**config.mk**
```make
export PLATFORM = sky130hd
export DESIGN_NAME = uart_tx_arbiter
export DESIGN_NICKNAME = d
export VERILOG_FILES = /design/src/rtl/uart_tx_arbiter.sv
export SDC_FILE = /design/constraint.sdc
export NUM_CORES = 1
export LEC_CHECK = 0
export ABC_AREA = 1
export BUFFER_PORTS_ARGS = -buffer_cell sky130_fd_sc_hd__buf_2
export CAP_MARGIN = 20
export CORE_ASPECT_RATIO = 2
export CORE_MARGIN = 3
export CORE_UTILIZATION = 49
export CTS_CLUSTER_DIAMETER = 50
export DETAILED_ROUTE_END_ITERATION = 12
export GPL_TIMING_DRIVEN = 0
export HOLD_SLACK_MARGIN = 0.06
export PLACE_DENSITY = 0.81
export SYNTH_ARGS = -nofsm -noshare
export SYNTH_HDL_FRONTEND = slang
export SYNTH_SLANG_ARGS = --single-unit
```
**constraint.sdc**
```tcl
create_clock -name clk -period 2.05 [get_ports clk]
set_clock_uncertainty 0.1 [all_clocks]
set_input_delay 0.3075 -clock clk [delete_from_list [all_inputs] [get_ports clk]]
set_output_delay 0.3075 -clock clk [all_outputs]
set_load 0.01 [all_outputs]
```
**src/rtl/uart_tx_arbiter.sv**
```systemverilog
// Round-robin, message-locking arbiter sharing one UART TX FIFO write port among NUM_REQ_p byte streams.
// Optional locked-grant idle timeout enabled by defining UART_TX_ARB_TIMEOUT_EN.
module uart_tx_arbiter #(
  parameter int NUM_REQ_p   = 4,
  parameter int MAX_BURST_p = 16,
  parameter int TIMEOUT_p   = 64
) (
  input  logic                         clk,
  input  logic                         rst_n,
  input  logic [NUM_REQ_p-1:0]         i_req_valid,
  input  logic [8*NUM_REQ_p-1:0]       i_req_data,
  input  logic [NUM_REQ_p-1:0]         i_req_last,
  output logic [NUM_REQ_p-1:0]         o_req_ready,
  input  logic                         i_tx_fifo_full,
  input  logic                         i_clr_tx_fifo,
  output logic                         o_tx_fifo_wr_en,
  output logic [7:0]                   o_tx_fifo_data,
  output logic [$clog2(NUM_REQ_p)-1:0] o_grant_id,
  output logic                         o_busy
);

  localparam int GW = $clog2(NUM_REQ_p);

  typedef enum logic {
    IDLE,
    LOCKED
  } state_t;

  state_t          state_reg, state_next;
  logic [GW-1:0]   grant_reg, grant_next;
  logic [GW-1:0]   rr_ptr_reg, rr_ptr_next;
  logic [7:0]      burst_cnt_reg, burst_cnt_next;

  logic [7:0]      req_bytes [NUM_REQ_p];
  logic            g_valid;
  logic            g_last;
  logic [7:0]      g_data;
  logic            locked_ready;
  logic            timeout_hit;
  logic [GW-1:0]   grant_inc;

  logic [2*NUM_REQ_p-1:0] valid_dbl;
  logic [NUM_REQ_p-1:0]   valid_rot;
  logic [GW-1:0]          pick_off;
  logic [GW:0]            pick_sum;
  logic [GW-1:0]          pick_idx;

  genvar gi;
  generate
    for (gi = 0; gi < NUM_REQ_p; gi++) begin : g_req
      assign req_bytes[gi]   = i_req_data[8*gi +: 8];
      assign o_req_ready[gi] = locked_ready && (grant_reg == GW'(gi));
    end
  endgenerate

  assign g_valid   = i_req_valid[grant_reg];
  assign g_last    = i_req_last[grant_reg];
  assign g_data    = req_bytes[grant_reg];
  assign grant_inc = (grant_reg == GW'(NUM_REQ_p - 1)) ? '0 : grant_reg + 1'b1;

  // Rotate the valid vector so bit 0 is the rr pointer, then take the lowest set bit.
  assign valid_dbl = {i_req_valid, i_req_valid} >> rr_ptr_reg;
  assign valid_rot = valid_dbl[NUM_REQ_p-1:0];

  always_comb begin
    pick_off = '0;
    for (int i = NUM_REQ_p - 1; i >= 0; i--) begin
      if (valid_rot[i]) pick_off = GW'(i);
    end
  end

  assign pick_sum = {1'b0, rr_ptr_reg} + {1'b0, pick_off};
  assign pick_idx = (pick_sum >= (GW+1)'(NUM_REQ_p)) ? GW'(pick_sum - (GW+1)'(NUM_REQ_p))
                                                      : GW'(pick_sum);

  always_comb begin
    state_next     = state_reg;
    grant_next     = grant_reg;
    rr_ptr_next    = rr_ptr_reg;
    burst_cnt_next = burst_cnt_reg;
    locked_ready   = 1'b0;
    case (state_reg)
      IDLE: begin
        if (i_clr_tx_fifo) begin
          rr_ptr_next = grant_inc;
        end else if (|i_req_valid) begin
          grant_next     = pick_idx;
          state_next     = LOCKED;
          burst_cnt_next = '0;
        end
      end
      LOCKED: begin
        if (i_clr_tx_fifo || timeout_hit) begin
          state_next     = IDLE;
          burst_cnt_next = '0;
          rr_ptr_next    = grant_inc;
        end else begin
          locked_ready = !i_tx_fifo_full;
          if (g_valid && locked_ready) begin
            // Release on the last byte or on the byte that fills the burst quota.
            if (g_last || (burst_cnt_reg == 8'(MAX_BURST_p - 1))) begin
              state_next     = IDLE;
              burst_cnt_next = '0;
              rr_ptr_next    = grant_inc;
            end else if (burst_cnt_reg != 8'hFF) begin
              burst_cnt_next = burst_cnt_reg + 1'b1;
            end
          end
        end
      end
      default: state_next = IDLE;
    endcase
  end

  assign o_tx_fifo_wr_en = g_valid && locked_ready;
  assign o_tx_fifo_data  = o_tx_fifo_wr_en ? g_data : 8'h00;
  assign o_grant_id      = grant_reg;
  assign o_busy          = (state_reg == LOCKED);

  always_ff @(posedge clk or negedge rst_n) begin
    if (!rst_n) begin
      state_reg     <= IDLE;
      grant_reg     <= '0;
      rr_ptr_reg    <= '0;
      burst_cnt_reg <= '0;
    end else begin
      state_reg     <= state_next;
      grant_reg     <= grant_next;
      rr_ptr_reg    <= rr_ptr_next;
      burst_cnt_reg <= burst_cnt_next;
    end
  end

`ifdef UART_TX_ARB_TIMEOUT_EN
  localparam int TW = $clog2(TIMEOUT_p + 1);

  logic [TW-1:0] idle_cnt_reg, idle_cnt_next;

  // Counting saturates at TIMEOUT_p; the cycle that sees it saturated performs the release.
  assign timeout_hit = (state_reg == LOCKED) && (idle_cnt_reg == TW'(TIMEOUT_p));

  always_comb begin
    idle_cnt_next = '0;
    if ((state_reg == LOCKED) && (state_next == LOCKED) && !o_tx_fifo_wr_en) begin
      if (!g_valid && !i_tx_fifo_full && (idle_cnt_reg != TW'(TIMEOUT_p))) begin
        idle_cnt_next = idle_cnt_reg + 1'b1;
      end else begin
        idle_cnt_next = idle_cnt_reg;
      end
    end
  end

  always_ff @(posedge clk or negedge rst_n) begin
    if (!rst_n) begin
      idle_cnt_reg <= '0;
    end else begin
      idle_cnt_reg <= idle_cnt_next;
    end
  end
`else
  assign timeout_hit = 1'b0;
`endif

endmodule

```
=== Word level (Yosys, flattened, before mapping) ===
Index checks and enable logic that the tools add are counted.

* Bits in registers: 13
* Word-level logic and storage cells: 73

* $add $sub $neg: 4
* Order comparisons: 3
* Eq/ne operators: 11
* Shift operators: 1
* Mux-type cells: 34
* Bitwise logic cells: 3
* Reduce and logical (&&, ||, !) cells: 13

{| class="wikitable"
|+ Operators by type and width
! kind !! count
|-
| $mux W8 || 9
|-
| $mux W2 || 10
|-
| $bmux W8 S2 || 1
|-
| $pmux W8 S2 || 1
|-
| $mux W1 || 9
|-
| $add A8 B1 Y8 const B || 1
|-
| $eq A8 B4 Y1 const B || 1
|-
| $ne A8 B8 Y1 const B || 1
|-
| $shr A8 B2 Y4 || 1
|-
| $ge A3 B3 Y1 const B || 2
|-
| $logic_and A1 B1 Y1 || 6
|-
| $ne A2 B2 Y1 const B || 3
|-
| $ne A3 B2 Y1 const B || 2
|-
| $reduce_and A3 Y1 || 2
|-
| $bmux W1 S2 || 2
|-
| $eq A2 B2 Y1 const B || 2
|-
| $ne A4 B2 Y1 const B || 1
|-
| $pmux W2 S2 || 1
|-
| $reduce_and A4 Y1 || 1
|-
| $reduce_or A4 Y1 || 1
|-
| $add A2 B2 Y3 || 1
|-
| $lt A2 B3 Y1 const B || 1
|-
| $not A2 Y3 || 1
|-
| $add A2 B1 Y2 const B || 1
|-
| 7 further kinds || 8
|}

=== Logic depth before layout (Yosys ltp) ===
* Depth in word-level cells: 8
* Gate-level depth with buffers: 12
* Depth with buffers taken out: 12

=== Worst setup path after synthesis ===
Ideal clock, no wire load.

* Path kind: register to output
* Start: register grant_reg[0], in the netlist o_grant_id[0]
* End: output port o_req_ready[0]
* Data arrival time: 1.323 ns
* Path slack: 0.320 ns
* Stages on the path, launching flop included: 7
* Path buffers: 2
* Cell sequence: dfrtp_1 > inv_2 > buf_6 > clkbuf_1 > ha_1 > inv_1 > nor2_1

* Cells in the longest elaborated chain, start to end: 2

{| class="wikitable"
|+ Ends and longest elaborated chain
! item !! RTL line !! text
|-
| start: declaration || 30 || <nowiki>logic [GW-1:0] grant_reg, grant_next;</nowiki>
|-
| start signal: assignment || 128 || <nowiki>grant_reg <= grant_next;</nowiki>
|-
| $logic_not A2 Y1 || 52 || <nowiki>assign o_req_ready[gi] = locked_ready && (grant_reg == GW'(gi));</nowiki>
|-
| $logic_and A1 B1 Y1 || 52 ||
|-
| end: declaration || 13 || <nowiki>output logic [NUM_REQ_p-1:0] o_req_ready,</nowiki>
|}

Every way passes these cells.

=== Final worst setup path ===
* Start: register grant_reg[0], in the netlist o_grant_id[0]
* End: output port o_tx_fifo_data[4]

* Cells in the longest elaborated chain, start to end: 5

{| class="wikitable"
|+ Ends and longest elaborated chain
! item !! RTL line !! text
|-
| $not A2 Y3 (not written as such) || 58 || <nowiki>assign g_data = req_bytes[grant_reg];</nowiki>
|-
| $bmux W8 S2 || 58 ||
|-
| $mux W8 (not written as such) (2 in series) || 58 ||
|-
| $mux W8 (*) || 116 || <nowiki>assign o_tx_fifo_data = o_tx_fifo_wr_en ? g_data : 8'h00;</nowiki>
|-
| end: declaration || 17 || <nowiki>output logic [7:0] o_tx_fifo_data,</nowiki>
|}

Every way passes the cells marked *; elsewhere a longest branch is shown, timed or not. The select of a mux whose other input is x is not followed.

==> key figures <==
Die
  • Core Footprint: 0.00284 mm^2
  • I/O pins: 60
  • Die Footprint: 0.00382 mm^2
  • Die H: 84.4 um
  • Die span in x: 45.2 um
  • FP Rows: 27
  • Initial Util: 0.531

Placed design
  • DP Worst Slack: 78.2 ps
  • Placed cell count: 350
  • I/O Buffers: 59
  • Gpl congestion: 0.823
  • Half-perimeter wire length after placement: 3410 um

Route
  • Drt pass-1 iters: 5
  • WL/cell: 12.1 um
  • DR vias: 1830
  • Post-Route WL: 4310 um
  • DRC viols: 0
  • Vias per cell: 5.14
  • DRT iter0 DRCs: 61
  • Post-DRT Antenna Nets: 0

Synthesis
  • Synthesized cell area: 0.00151 mm^2
  • Sequential share of the synthesized area: 0.216
  • Synthesized flop and latch total: 13
  • Cells after synthesis: 262
  • Yosys warning count: 0
  • Count of different cell masters after synthesis: 24
  • Mapped Nets: 312
  • Avg Cell Area, Syn: 5.75 um^2

Clocking
  • H-tree depth: 1
  • Clock latency on the worst-skew pair: 250 ps
  • CTS tree: done
  • CTS max path bufs: 2
  • Num CTS Buffers: 3
  • Clock-pin slew on the worst setup and hold paths: 60 ps
  • CTS root buffer: clkbuf_8
  • Num Clock Sinks: 13

Setup path
  • CP required: 1640 ps
  • WP data arrival: 1570 ps
  • Nature of the critical path endpoint: output pin
  • Crit-path cells: inv_2, buf_6, nand2_2, nand3_2, nand4_4, a21oi_1, buf_2
  • CP max stage cell: dfrtp_2
  • Startpoint Class: flop
  • Crit path largest cell delay: 430 ps
  • Critical path class: reg -> out
  • Critical path peak fanout: 10

Cells and area
  • # diodes: 0
  • Most common cell after layout, fill and taps aside: nand2_1
  • Post-Layout Cell Count: 356
  • Most frequent cells in the layout: nand2_1, buf_2, nor2_1, inv_1, o21ai_0
  • Fill cell count: 291
  • Layout Area Growth over Synthesis: 29.0%
  • Layout cell share with drive strength beyond 1: 0.281
  • Final net count: 378
  • Post-layout util: 0.685
  • Number of flip-flops in the largest register: 8

STA
  • Final period utilization: 0.964
  • Fin crit period: 1980 ps
  • Count of final setup violators: 0
  • Least-Margin Pin Slew: 317 ps
  • Fmax achieved: 0.506 GHz
  • Max Transition Viols Final: 0
  • Final hold vios: 0
  • Final worst setup slack: 74.0 ps
  • Setup_tns: 0 ps
  • Slew headroom: 0.789
  • RSZ-0062 raised after global routing: false

Job
  • # Max-Cap Violations: 0

Pwr
  • Total Power: 2040 uW
  • PwrDens: 1050 mW/mm^2
  • P_leak: 0.00107 uW
  • Peak VDD IR: 0.668 mV

Global routing
  • Gr ovfl total: 0
  • GRT Total Usage: 0.232
  • First-pass GRT wire length: 6820 um
  • Initial antenna violation count: 0
  • Number of global-route vias before repair: 1673
  • Largest net degree at the start of global routing: 14

Status
  • Status: finished, final reports clean

Hold path
  • HP Class: in -> async
## logic make-up (layout without fill, tap and decap cells)
kind of cell,after synthesis,count (layout),share of synthesized area
xor+xnor,1,1,0.00582
fa+ha+maj,6,6,0.0498
flops,13,13,0.216
buf+inv,30,94,0.0880
simple gates,184,185,0.544
compound gates,28,28,0.0964
## worst paths after layout
check / cells past startpoint / endpoint / slack, ps / startpoint
min in group clk: 2 / burst_cnt_reg[1] / 410 / burst_cnt_reg[1]
hold reg to reg: 2 / burst_cnt_reg[1] / 410 / burst_cnt_reg[1]
setup / recovery: 7 / o_tx_fifo_data[4] / 70 / o_grant_id[0]
hold / removal: 2 / burst_cnt_reg[3] / 380 / rst_n
max in group asynchronous: 2 / o_grant_id[1] / 1220 / rst_n
setup reg to reg: 12 / o_grant_id[1] / 210 / rr_ptr_reg[0]
## power breakdown
part	internal [uW]	total, uW	leakage (uW)	switching (uW)
clock network	138	240	0.0000228	102
registers	321	394	0.000170	72.4
logic	519	1400	0.000875	886
total	978	2040	0.00107	1060
## worst max-delay path, delay by kind of cell, from the launching register on
kind | cells | cell delay [ps]
simple gates | 3 | 320
buf+inv | 3 | 400
compound gates | 1 | 160
flops | 1 | 430
## synth_stat cells
cell | n | area share
inv_2 | 3 | 0.0075
nor2_2 | 2 | 0.0083
nand3b_1 | 1 | 0.0050
xnor2_1 | 1 | 0.0058
nor2_1 | 61 | 0.15
nand4_1 | 2 | 0.0083
nand2_4 | 2 | 0.015
nand4_2 | 1 | 0.0083
ha_1 | 6 | 0.050
nor2_4 | 1 | 0.0075
buf_2 | 4 | 0.013
buf_6 | 2 | 0.015
nand3_2 | 6 | 0.040
o21bai_1 | 1 | 0.0050
o21ai_0 | 18 | 0.060
dfrtp_1 | 13 | 0.22
inv_1 | 20 | 0.050
nand3_1 | 16 | 0.053
nor2_8 | 1 | 0.013
a21boi_0 | 1 | 0.0050
clkbuf_1 | 1 | 0.0025
a21oi_1 | 8 | 0.027
nand2_2 | 4 | 0.017
nand2_1 | 87 | 0.22
## repair_timing
item,in CTS,in global routing
endpoints found under the hold margin,13,0
gates cloned,0,1
buffers inserted,0,1
pin swaps,0,0
gates resized for setup,3,8
endpoints found under the setup margin,10,10
hold buffers,1,0
## layout make-up
class | count | area, um^2 | area share
Timing Repair Buffer | 61 | 313 | 0.161
Buffer | 6 | 51.3 | 0.0264
Sequential cell | 13 | 328 | 0.169
Clock buffer | 4 | 45.0 | 0.0232
Multi-Input combinational cell | 220 | 1080 | 0.558
Inverter | 23 | 86.3 | 0.0444
Tap cell | 29 | 36.3 | 0.0187
## through the flow
stage               cell area, um^2  hold WS, ps
CTS                            1900          384
finish                         1940          379
floorplan                      1510        -88.1
detailed placement             1840          115
global route                   1940          397
global placement               1840          115
## per-layer routing
layer / part of all wire / wire length (um) / GRT usage / vias up
met5: 0 / 0 / 0 / -
met4: 0.031 / 132 / 0.115 / 0
met3: 0.068 / 294 / 0.0215 / 12
met2: 0.52 / 2250 / 0.443 / 65
met1: 0.38 / 1630 / 0.224 / 803
li1: - / - / - / 950
(Power assumes the default switching activity.)
